**src/rtl/mem_port_arbiter_pkg.sv**
```systemverilog
// Shared types and constants for the data-memory port arbiter.
// Holds the sequencer state encoding, access size codes, the default
// data-segment window and small helpers used by the arbiter and its bench.
package mem_arb_pkg;

  typedef enum logic [1:0] {
    ST_IDLE   = 2'b00,
    ST_ACCESS = 2'b01,
    ST_DONE   = 2'b10,
    ST_FAULT  = 2'b11
  } arb_state_e;

  localparam logic [1:0] SZ_WORD = 2'b00;
  localparam logic [1:0] SZ_HALF = 2'b01;
  localparam logic [1:0] SZ_BYTE = 2'b10;
  localparam logic [1:0] SZ_RSVD = 2'b11;

  localparam logic [31:0] DEF_BASE_ADDR = 32'h1001_0000;
  localparam logic [31:0] DEF_MEM_BYTES = 32'h0000_1000;

  // True when the size code is reserved or the address is not naturally
  // aligned for the requested size.
  function automatic logic bad_shape(input logic [1:0] size, input logic [1:0] addr_lo);
    logic bad;
    case (size)
      SZ_WORD: bad = (addr_lo != 2'b00);
      SZ_HALF: bad = addr_lo[0];
      SZ_BYTE: bad = 1'b0;
      default: bad = 1'b1;
    endcase
    return bad;
  endfunction

  // One-hot acknowledge vector for the winning master index.
  function automatic logic [1:0] grant_onehot(input logic winner);
    logic [1:0] oh;
    if (winner) begin
      oh = 2'b10;
    end else begin
      oh = 2'b01;
    end
    return oh;
  endfunction

endpackage

```
**src/rtl/mem_port_arbiter_if.sv**
```systemverilog
// Bus bundle between the two masters, the arbiter and the data memory.
// The slave modport is the arbiter's view; the master modport is the view
// of the environment that owns the requesters and the memory.
interface mem_port_arbiter_if;

  logic [1:0]  req;
  logic [1:0]  we;
  logic [1:0]  size0;
  logic [1:0]  size1;
  logic [1:0]  sign;
  logic [31:0] addr0;
  logic [31:0] addr1;
  logic [31:0] wdata0;
  logic [31:0] wdata1;
  logic [31:0] rdata;
  logic [1:0]  ack;
  logic        fault;
  logic        mem_w;
  logic        mem_r;
  logic [1:0]  mem_c;
  logic        mem_s;
  logic [31:0] mem_addr;
  logic [31:0] mem_wdata;
  logic [31:0] mem_rdata;

  modport slave (
    input  req, we, size0, size1, sign, addr0, addr1, wdata0, wdata1, mem_rdata,
    output rdata, ack, fault, mem_w, mem_r, mem_c, mem_s, mem_addr, mem_wdata
  );

  modport master (
    output req, we, size0, size1, sign, addr0, addr1, wdata0, wdata1, mem_rdata,
    input  rdata, ack, fault, mem_w, mem_r, mem_c, mem_s, mem_addr, mem_wdata
  );

endinterface

```
**src/rtl/mem_port_arbiter_pick.sv**
```systemverilog
// Combinational winner selection for the two-master memory port.
// Build option MEM_ARB_RR_EN: when defined, simultaneous requests go to the
// master that was not granted last (last_grant port exists); otherwise the
// CPU (master 0) always wins a tie and no pointer input is present.
module mem_arb_pick (
  input  logic [1:0] req,
  output logic       winner
`ifdef MEM_ARB_RR_EN
  ,
  input  logic       last_grant
`endif
);

`ifdef MEM_ARB_RR_EN
  // Round-robin choice: on a tie favour the master not granted last.
  always_comb begin
    winner = 1'b0;
    if (req == 2'b11) begin
      winner = ~last_grant;
    end else if (req[1]) begin
      winner = 1'b1;
    end else begin
      winner = 1'b0;
    end
  end
`else
  // Fixed priority: the CPU wins whenever it requests.
  always_comb begin
    winner = 1'b0;
    if (req[0]) begin
      winner = 1'b0;
    end else if (req[1]) begin
      winner = 1'b1;
    end else begin
      winner = 1'b0;
    end
  end
`endif

endmodule

```
**src/rtl/mem_port_arbiter.sv**
```systemverilog
// Two-master arbiter and sequencer for the single data-memory port.
// Serialises CPU/loader accesses, rebases addresses onto the data segment,
// rejects out-of-window, misaligned or reserved-size requests, and holds the
// memory strobes for WAIT_CYCLES+1 cycles before a one-cycle acknowledge.
// Build option MEM_ARB_RR_EN selects round-robin arbitration and builds the
// last-grant pointer; without it the CPU has fixed priority.
module mem_port_arbiter
  import mem_arb_pkg::*;
#(
  parameter logic [31:0] BASE_ADDR   = DEF_BASE_ADDR,
  parameter logic [31:0] MEM_BYTES   = DEF_MEM_BYTES,
  parameter int unsigned WAIT_CYCLES = 0
) (
  input logic               clk,
  input logic               rst,
  mem_port_arbiter_if.slave bus
);

  localparam logic [3:0] WAIT_INIT = 4'(WAIT_CYCLES);

  arb_state_e  state_r, state_s;
  logic [3:0]  cnt_r, cnt_s;
  logic        winner_r, winner_s;
  logic        we_r, we_s;
  logic [1:0]  size_r, size_s;
  logic        sign_r, sign_s;
  logic [31:0] offset_r, offset_s;
  logic [31:0] wdata_r, wdata_s;
  logic        mem_w_r, mem_w_s;
  logic        mem_r_r, mem_r_s;
  logic [1:0]  ack_r, ack_s;
  logic        fault_r, fault_s;
  logic [31:0] rdata_r, rdata_s;

  logic        pick_s;
  logic        sel_we_s;
  logic [1:0]  sel_size_s;
  logic        sel_sign_s;
  logic [31:0] sel_addr_s;
  logic [31:0] sel_wdata_s;
  logic [31:0] sel_offset_s;
  logic        reject_s;

`ifdef MEM_ARB_RR_EN
  logic        last_r, last_s;
`endif

  mem_arb_pick u_pick (
    .req        (bus.req),
    .winner     (pick_s)
`ifdef MEM_ARB_RR_EN
    ,
    .last_grant (last_r)
`endif
  );

  // Route the candidate winner's request fields and judge whether it is legal.
  always_comb begin
    sel_we_s     = pick_s ? bus.we[1]   : bus.we[0];
    sel_size_s   = pick_s ? bus.size1   : bus.size0;
    sel_sign_s   = pick_s ? bus.sign[1] : bus.sign[0];
    sel_addr_s   = pick_s ? bus.addr1   : bus.addr0;
    sel_wdata_s  = pick_s ? bus.wdata1  : bus.wdata0;
    // Addresses below the base wrap to huge offsets and fail the range test.
    sel_offset_s = sel_addr_s - BASE_ADDR;
    reject_s     = (sel_offset_s >= MEM_BYTES) | bad_shape(sel_size_s, sel_addr_s[1:0]);
  end

  // Sequencer next-state and next values of every registered output.
  always_comb begin
    state_s  = state_r;
    cnt_s    = cnt_r;
    winner_s = winner_r;
    we_s     = we_r;
    size_s   = size_r;
    sign_s   = sign_r;
    offset_s = offset_r;
    wdata_s  = wdata_r;
    mem_w_s  = 1'b0;
    mem_r_s  = 1'b0;
    ack_s    = 2'b00;
    fault_s  = 1'b0;
    rdata_s  = 32'h0000_0000;
`ifdef MEM_ARB_RR_EN
    last_s   = last_r;
`endif
    case (state_r)
      ST_IDLE: begin
        if (|bus.req) begin
          winner_s = pick_s;
          we_s     = sel_we_s;
          size_s   = sel_size_s;
          sign_s   = sel_sign_s;
          offset_s = sel_offset_s;
          wdata_s  = sel_wdata_s;
`ifdef MEM_ARB_RR_EN
          last_s   = pick_s;
`endif
          if (reject_s) begin
            state_s = ST_FAULT;
            ack_s   = grant_onehot(pick_s);
            fault_s = 1'b1;
          end else begin
            state_s = ST_ACCESS;
            cnt_s   = WAIT_INIT;
            mem_w_s = sel_we_s;
            mem_r_s = ~sel_we_s;
          end
        end else begin
          state_s = ST_IDLE;
        end
      end
      ST_ACCESS: begin
        if (cnt_r == 4'd0) begin
          // Last strobe cycle: capture the load data and acknowledge next.
          state_s = ST_DONE;
          ack_s   = grant_onehot(winner_r);
          rdata_s = we_r ? 32'h0000_0000 : bus.mem_rdata;
        end else begin
          cnt_s   = cnt_r - 4'd1;
          mem_w_s = we_r;
          mem_r_s = ~we_r;
        end
      end
      ST_DONE: begin
        state_s = ST_IDLE;
      end
      ST_FAULT: begin
        state_s = ST_IDLE;
      end
      default: begin
        state_s = ST_IDLE;
      end
    endcase
  end

  // State, latched request fields and output registers.
  always_ff @(posedge clk or negedge rst) begin
    if (!rst) begin
      state_r  <= ST_IDLE;
      cnt_r    <= 4'd0;
      winner_r <= 1'b0;
      we_r     <= 1'b0;
      size_r   <= 2'b00;
      sign_r   <= 1'b0;
      offset_r <= 32'h0000_0000;
      wdata_r  <= 32'h0000_0000;
      mem_w_r  <= 1'b0;
      mem_r_r  <= 1'b0;
      ack_r    <= 2'b00;
      fault_r  <= 1'b0;
      rdata_r  <= 32'h0000_0000;
    end else begin
      state_r  <= state_s;
      cnt_r    <= cnt_s;
      winner_r <= winner_s;
      we_r     <= we_s;
      size_r   <= size_s;
      sign_r   <= sign_s;
      offset_r <= offset_s;
      wdata_r  <= wdata_s;
      mem_w_r  <= mem_w_s;
      mem_r_r  <= mem_r_s;
      ack_r    <= ack_s;
      fault_r  <= fault_s;
      rdata_r  <= rdata_s;
    end
  end

`ifdef MEM_ARB_RR_EN
  // Last-grant pointer; reset value makes master 0 win the first tie.
  always_ff @(posedge clk or negedge rst) begin
    if (!rst) begin
      last_r <= 1'b1;
    end else begin
      last_r <= last_s;
    end
  end
`endif

  assign bus.mem_w     = mem_w_r;
  assign bus.mem_r     = mem_r_r;
  assign bus.mem_c     = size_r;
  assign bus.mem_s     = sign_r;
  assign bus.mem_addr  = offset_r;
  assign bus.mem_wdata = wdata_r;
  assign bus.ack       = ack_r;
  assign bus.fault     = fault_r;
  assign bus.rdata     = rdata_r;

endmodule

```
**src/flat_wrapper.sv**
```systemverilog
// flat-port wrapper written by rule: the top's interface ports become plain ports
module mem_port_arbiter_flat import mem_arb_pkg::*;
#(
  parameter logic [31:0] BASE_ADDR   = DEF_BASE_ADDR,
  parameter logic [31:0] MEM_BYTES   = DEF_MEM_BYTES,
  parameter int unsigned WAIT_CYCLES = 0
)
  (clk, rst, bus_req, bus_we, bus_size0, bus_size1, bus_sign, bus_addr0, bus_addr1, bus_wdata0, bus_wdata1, bus_mem_rdata, bus_rdata, bus_ack, bus_fault, bus_mem_w, bus_mem_r, bus_mem_c, bus_mem_s, bus_mem_addr, bus_mem_wdata);
  mem_port_arbiter_if bus_i ();
  input logic clk;
  input logic rst;
  input wire logic [$bits(bus_i.req)-1:0] bus_req;
  input wire logic [$bits(bus_i.we)-1:0] bus_we;
  input wire logic [$bits(bus_i.size0)-1:0] bus_size0;
  input wire logic [$bits(bus_i.size1)-1:0] bus_size1;
  input wire logic [$bits(bus_i.sign)-1:0] bus_sign;
  input wire logic [$bits(bus_i.addr0)-1:0] bus_addr0;
  input wire logic [$bits(bus_i.addr1)-1:0] bus_addr1;
  input wire logic [$bits(bus_i.wdata0)-1:0] bus_wdata0;
  input wire logic [$bits(bus_i.wdata1)-1:0] bus_wdata1;
  input wire logic [$bits(bus_i.mem_rdata)-1:0] bus_mem_rdata;
  output wire logic [$bits(bus_i.rdata)-1:0] bus_rdata;
  output wire logic [$bits(bus_i.ack)-1:0] bus_ack;
  output wire logic [$bits(bus_i.fault)-1:0] bus_fault;
  output wire logic [$bits(bus_i.mem_w)-1:0] bus_mem_w;
  output wire logic [$bits(bus_i.mem_r)-1:0] bus_mem_r;
  output wire logic [$bits(bus_i.mem_c)-1:0] bus_mem_c;
  output wire logic [$bits(bus_i.mem_s)-1:0] bus_mem_s;
  output wire logic [$bits(bus_i.mem_addr)-1:0] bus_mem_addr;
  output wire logic [$bits(bus_i.mem_wdata)-1:0] bus_mem_wdata;
  assign bus_i.req = bus_req;
  assign bus_i.we = bus_we;
  assign bus_i.size0 = bus_size0;
  assign bus_i.size1 = bus_size1;
  assign bus_i.sign = bus_sign;
  assign bus_i.addr0 = bus_addr0;
  assign bus_i.addr1 = bus_addr1;
  assign bus_i.wdata0 = bus_wdata0;
  assign bus_i.wdata1 = bus_wdata1;
  assign bus_i.mem_rdata = bus_mem_rdata;
  assign bus_rdata = bus_i.rdata;
  assign bus_ack = bus_i.ack;
  assign bus_fault = bus_i.fault;
  assign bus_mem_w = bus_i.mem_w;
  assign bus_mem_r = bus_i.mem_r;
  assign bus_mem_c = bus_i.mem_c;
  assign bus_mem_s = bus_i.mem_s;
  assign bus_mem_addr = bus_i.mem_addr;
  assign bus_mem_wdata = bus_i.mem_wdata;
  mem_port_arbiter #(.BASE_ADDR(BASE_ADDR), .MEM_BYTES(MEM_BYTES), .WAIT_CYCLES(WAIT_CYCLES)) u_core (.clk(clk), .rst(rst), .bus(bus_i));
endmodule
```
**config.mk**
```make
export PLATFORM = sky130hd
export DESIGN_NAME = mem_port_arbiter_flat
export DESIGN_NICKNAME = d
export VERILOG_FILES = /design/src/rtl/mem_port_arbiter_pkg.sv /design/src/rtl/mem_port_arbiter_if.sv /design/src/rtl/mem_port_arbiter_pick.sv /design/src/rtl/mem_port_arbiter.sv /design/src/flat_wrapper.sv
export SDC_FILE = /design/constraint.sdc
export NUM_CORES = 1
export LEC_CHECK = 0
export CAP_MARGIN = 40
export CORE_ASPECT_RATIO = 1.5
export CORE_MARGIN = 1
export CORE_UTILIZATION = 43
export DETAILED_ROUTE_END_ITERATION = 16
export PLACE_DENSITY = 0.86
export SKIP_CTS_REPAIR_TIMING = 1
export SLEW_MARGIN = 15
export SYNTH_ARGS = -nofsm -noshare
export SYNTH_HDL_FRONTEND = slang
export SYNTH_SLANG_ARGS = --single-unit
```
**constraint.sdc**
```tcl
create_clock -name clk -period 3.1 [get_ports clk]
set_clock_uncertainty 0.05 [all_clocks]
set_input_delay 0.465 -clock clk [delete_from_list [all_inputs] [get_ports clk]]
set_output_delay 0.465 -clock clk [all_outputs]
set_load 0.005 [all_outputs]
```
==> metrics.txt <==
maximum VDD drop=0.375 mV; hpwl dp=13700 um; Period minus WS final=3050 ps; overflow left after global routing=0; Synth Flop Type=dfrtp_1; area of the multi-input gates=2390 sq um; Die X-Extent=92.9 um; ranking of synthesized cells by area=dfrtp_1 (53%), nand2_1 (9.4%), a31oi_1 (6.5%); final WL=17800 um; final setup violation count=0; worst skew pair latency=350 ps; GP Congestion=0.898; register area share after synthesis=0.526; flop and latch count out of synthesis=112; Metal-1 WL=6420 um; reg2reg start=u_core.cnt_r[0]; Synth Area in Adders=0.00704; Via Count=5442; max-slew violation count=0; fin crit share=0.982; Worst Reg-to-Reg Cells=9; YS warnings=0; Max-Slew Margin vs Limit=0.677; drt first pass iters=5; Antenna Nets Post-Route=0; Fin Hold WS=411 ps; Post-Synthesis Net Count=756; Final WS setup=54.9 ps; Crit. End Element=flip-flop; largest family of logic cells by synthesized area=simple AND/OR/NAND/NOR gates; register area=2800 sq um; Avg Synthesized Cell Area=9.17 sq um; num rows=49; layout net count=1054; crit path max fanout=6; WL/cell=17.2 um; largest net degree at the start of global routing=103; Synth cell types=53; Worst EP required=3320 ps; Power Density=688 nW/um^2; Initial Utilization=0.444; Lkg Pwr=3.85 nW; top cells by count, synth=nand2_1 (133), dfrtp_1 (112), nor2_1 (68); crit path DAT=3270 ps; compound-cell area share of the yosys netlist=0.134; die height=138 um; worst setup slack after placement=-425 ps; achievable frequency=328 MHz; CTS Buffer Depth=2; reg-to-reg slack, setup=1000 ps; GRT Util Overall=0.278; Area Growth Syn to Fin=67.0%; CTS Buf Count=9; core area=12000 sq um; diode count=0; residual DRC count=0; crit path launch type=input port; Tightest Hold Check Type=in2async; unrepaired setup endpoints after global routing=yes; switching portion of total power=0.333; 1st-iter DRT viols=196; status=finished, final reports clean; clock power share=0.186; number of synthesized flops with an enable pin=0; I/O Buffers=275; CTS clk-pin slew, worst paths=80 ps; highest metal used=met4; Max Cap Violations=0; top cell type's share of synthesized area=0.526; Syn Inst Count=581; I/O pins=276; CTS tree=done; fill count=886; initial antenna violation count=1; FF-to-FF End=u_core.cnt_r[3]; Mapped Area=5330 sq um; measured slew at the worst slew-check pin=470 ps; Int Pwr=0.00409 W; xor and xnor fraction of the mapped netlist area=0.0228; root buffer cell=clkbuf_16; mux cell area share after synthesis=0.0357; Crit Path Class=in2reg; first-pass GRT wire length=27800 um; Logic pwr share=0.434; met2 WL=9410 um; ys async rst share=1.00; layout cell share with drive strength beyond 1=0.0962; cell accounting for the most synthesized area=dfrtp_1; die area=12900 sq um; most instantiated library cell after synthesis=nand2_1; Hold Vio Cnt, Final=0; Simple-Gate Fraction of Synth Area=0.237; P_sw=0.00204 W; H-Tree Depth=3; vias per cell=5.25; vias in the first global route=5602; Seq pwr share=0.380; wire length on met3=1180 um; TritonCTS Sinks=112
-- flip-flops by register name (all words and copies together), names as in the netlist, 2 cells and up --
name,count
u_core.bus.ack,2
u_core.bus.mem_addr,32
u_core.bus.mem_c,2
u_core.bus.mem_wdata,32
u_core.bus.rdata,32
u_core.cnt_r,4
u_core.state_r,2
-- how the worst max path moves through the flow --
stage,depth (start not counted),startpoint,to
after floorplan,17,bus_req[0],u_core.bus.mem_w
after global placement,12,bus_req[0],u_core.bus.mem_w
after detailed placement,12,bus_req[0],u_core.bus.mem_w
after CTS,12,bus_req[0],u_core.bus.mem_w
after global routing,13,bus_req[0],u_core.bus.mem_w
final,13,bus_req[0],u_core.bus.mem_w
-- worst max-delay path: stages --
cell and delay, ps:
clkdlybuf4s50_1 480, nand2b_4 170, mux2i_2 260, ha_2 230, inv_2 40, a211oi_4 200
buf_6 150, nand3_1 100, nor3_2 180, a211oi_1 70, or3b_1 420, or4_1 410
o21ai_1 90
-- cell families (layout without fill, tap and decap cells) --
group                    after synthesis  after routing
AND/OR/NAND/NOR                      276            276
multiplexers                          19             19
adder cells (fa/ha/maj)                3              3
XOR/XNOR                              13             13
AO/OA/AOI/OAI                        113            113
buffers and inverters                 45            348
flip-flops                           112            112
-- area by class of cell --
cell class                 count  share of cell area
clock buffer                   9              0.0253
clock inverter                 7             0.00858
inverter                       9             0.00380
multi-input combinational    424               0.269
sequential                   112               0.315
tap                          153              0.0215
timing repair buffer         323               0.357
-- power groups by stage --
stage                     sequential [W]  clock, W  combinational [W]
final                            0.00233   0.00114            0.00266
after detailed placement         0.00234         0            0.00265
after global placement           0.00231         0            0.00258
after floorplan                  0.00234         0            0.00100
after global routing             0.00238   0.00123            0.00291
after CTS                        0.00232   0.00117            0.00267
-- placed cells by master (no fill, tap or decap), drive strengths merged, types with 3 or more instances in the layout --
cell type,instances
a211oi,4
a21oi,12
a31oi,55
and2,33
buf,48
clkbuf,9
clkdlybuf4s50,273
clkinv,4
dfrtp,112
ha,3
inv,10
mux2i,19
nand2,133
nand2b,4
nand3,3
nor2,68
nor2b,6
nor3,8
nor3b,5
o21ai,29
o31ai,3
or4b,3
xnor2,11
-- metal layers --
layer / vias up / GRT usage
li1: 2569 / -
met1: 2550 / 0.310
met2: 268 / 0.496
met3: 55 / 0.0517
met4: 0 / 0.142
met5: - / 0
-- per-stage QoR --
stage | instances | cell area, sq um | power [W] | TNS [ps] | util
CTS | 1031 | 8790 | 0.00615 | -64.4 | 0.732
detailed placement | 1015 | 8490 | 0.00500 | -3230 | 0.707
global route | 1037 | 8900 | 0.00652 | -163 | 0.741
floorplan | 581 | 5390 | 0.00335 | -4230 | -
global placement | 1015 | 8490 | 0.00489 | -2000 | 0.707
finish | 1037 | 8900 | 0.00612 | 0 | 0.741
(Power assumes the default switching activity.)
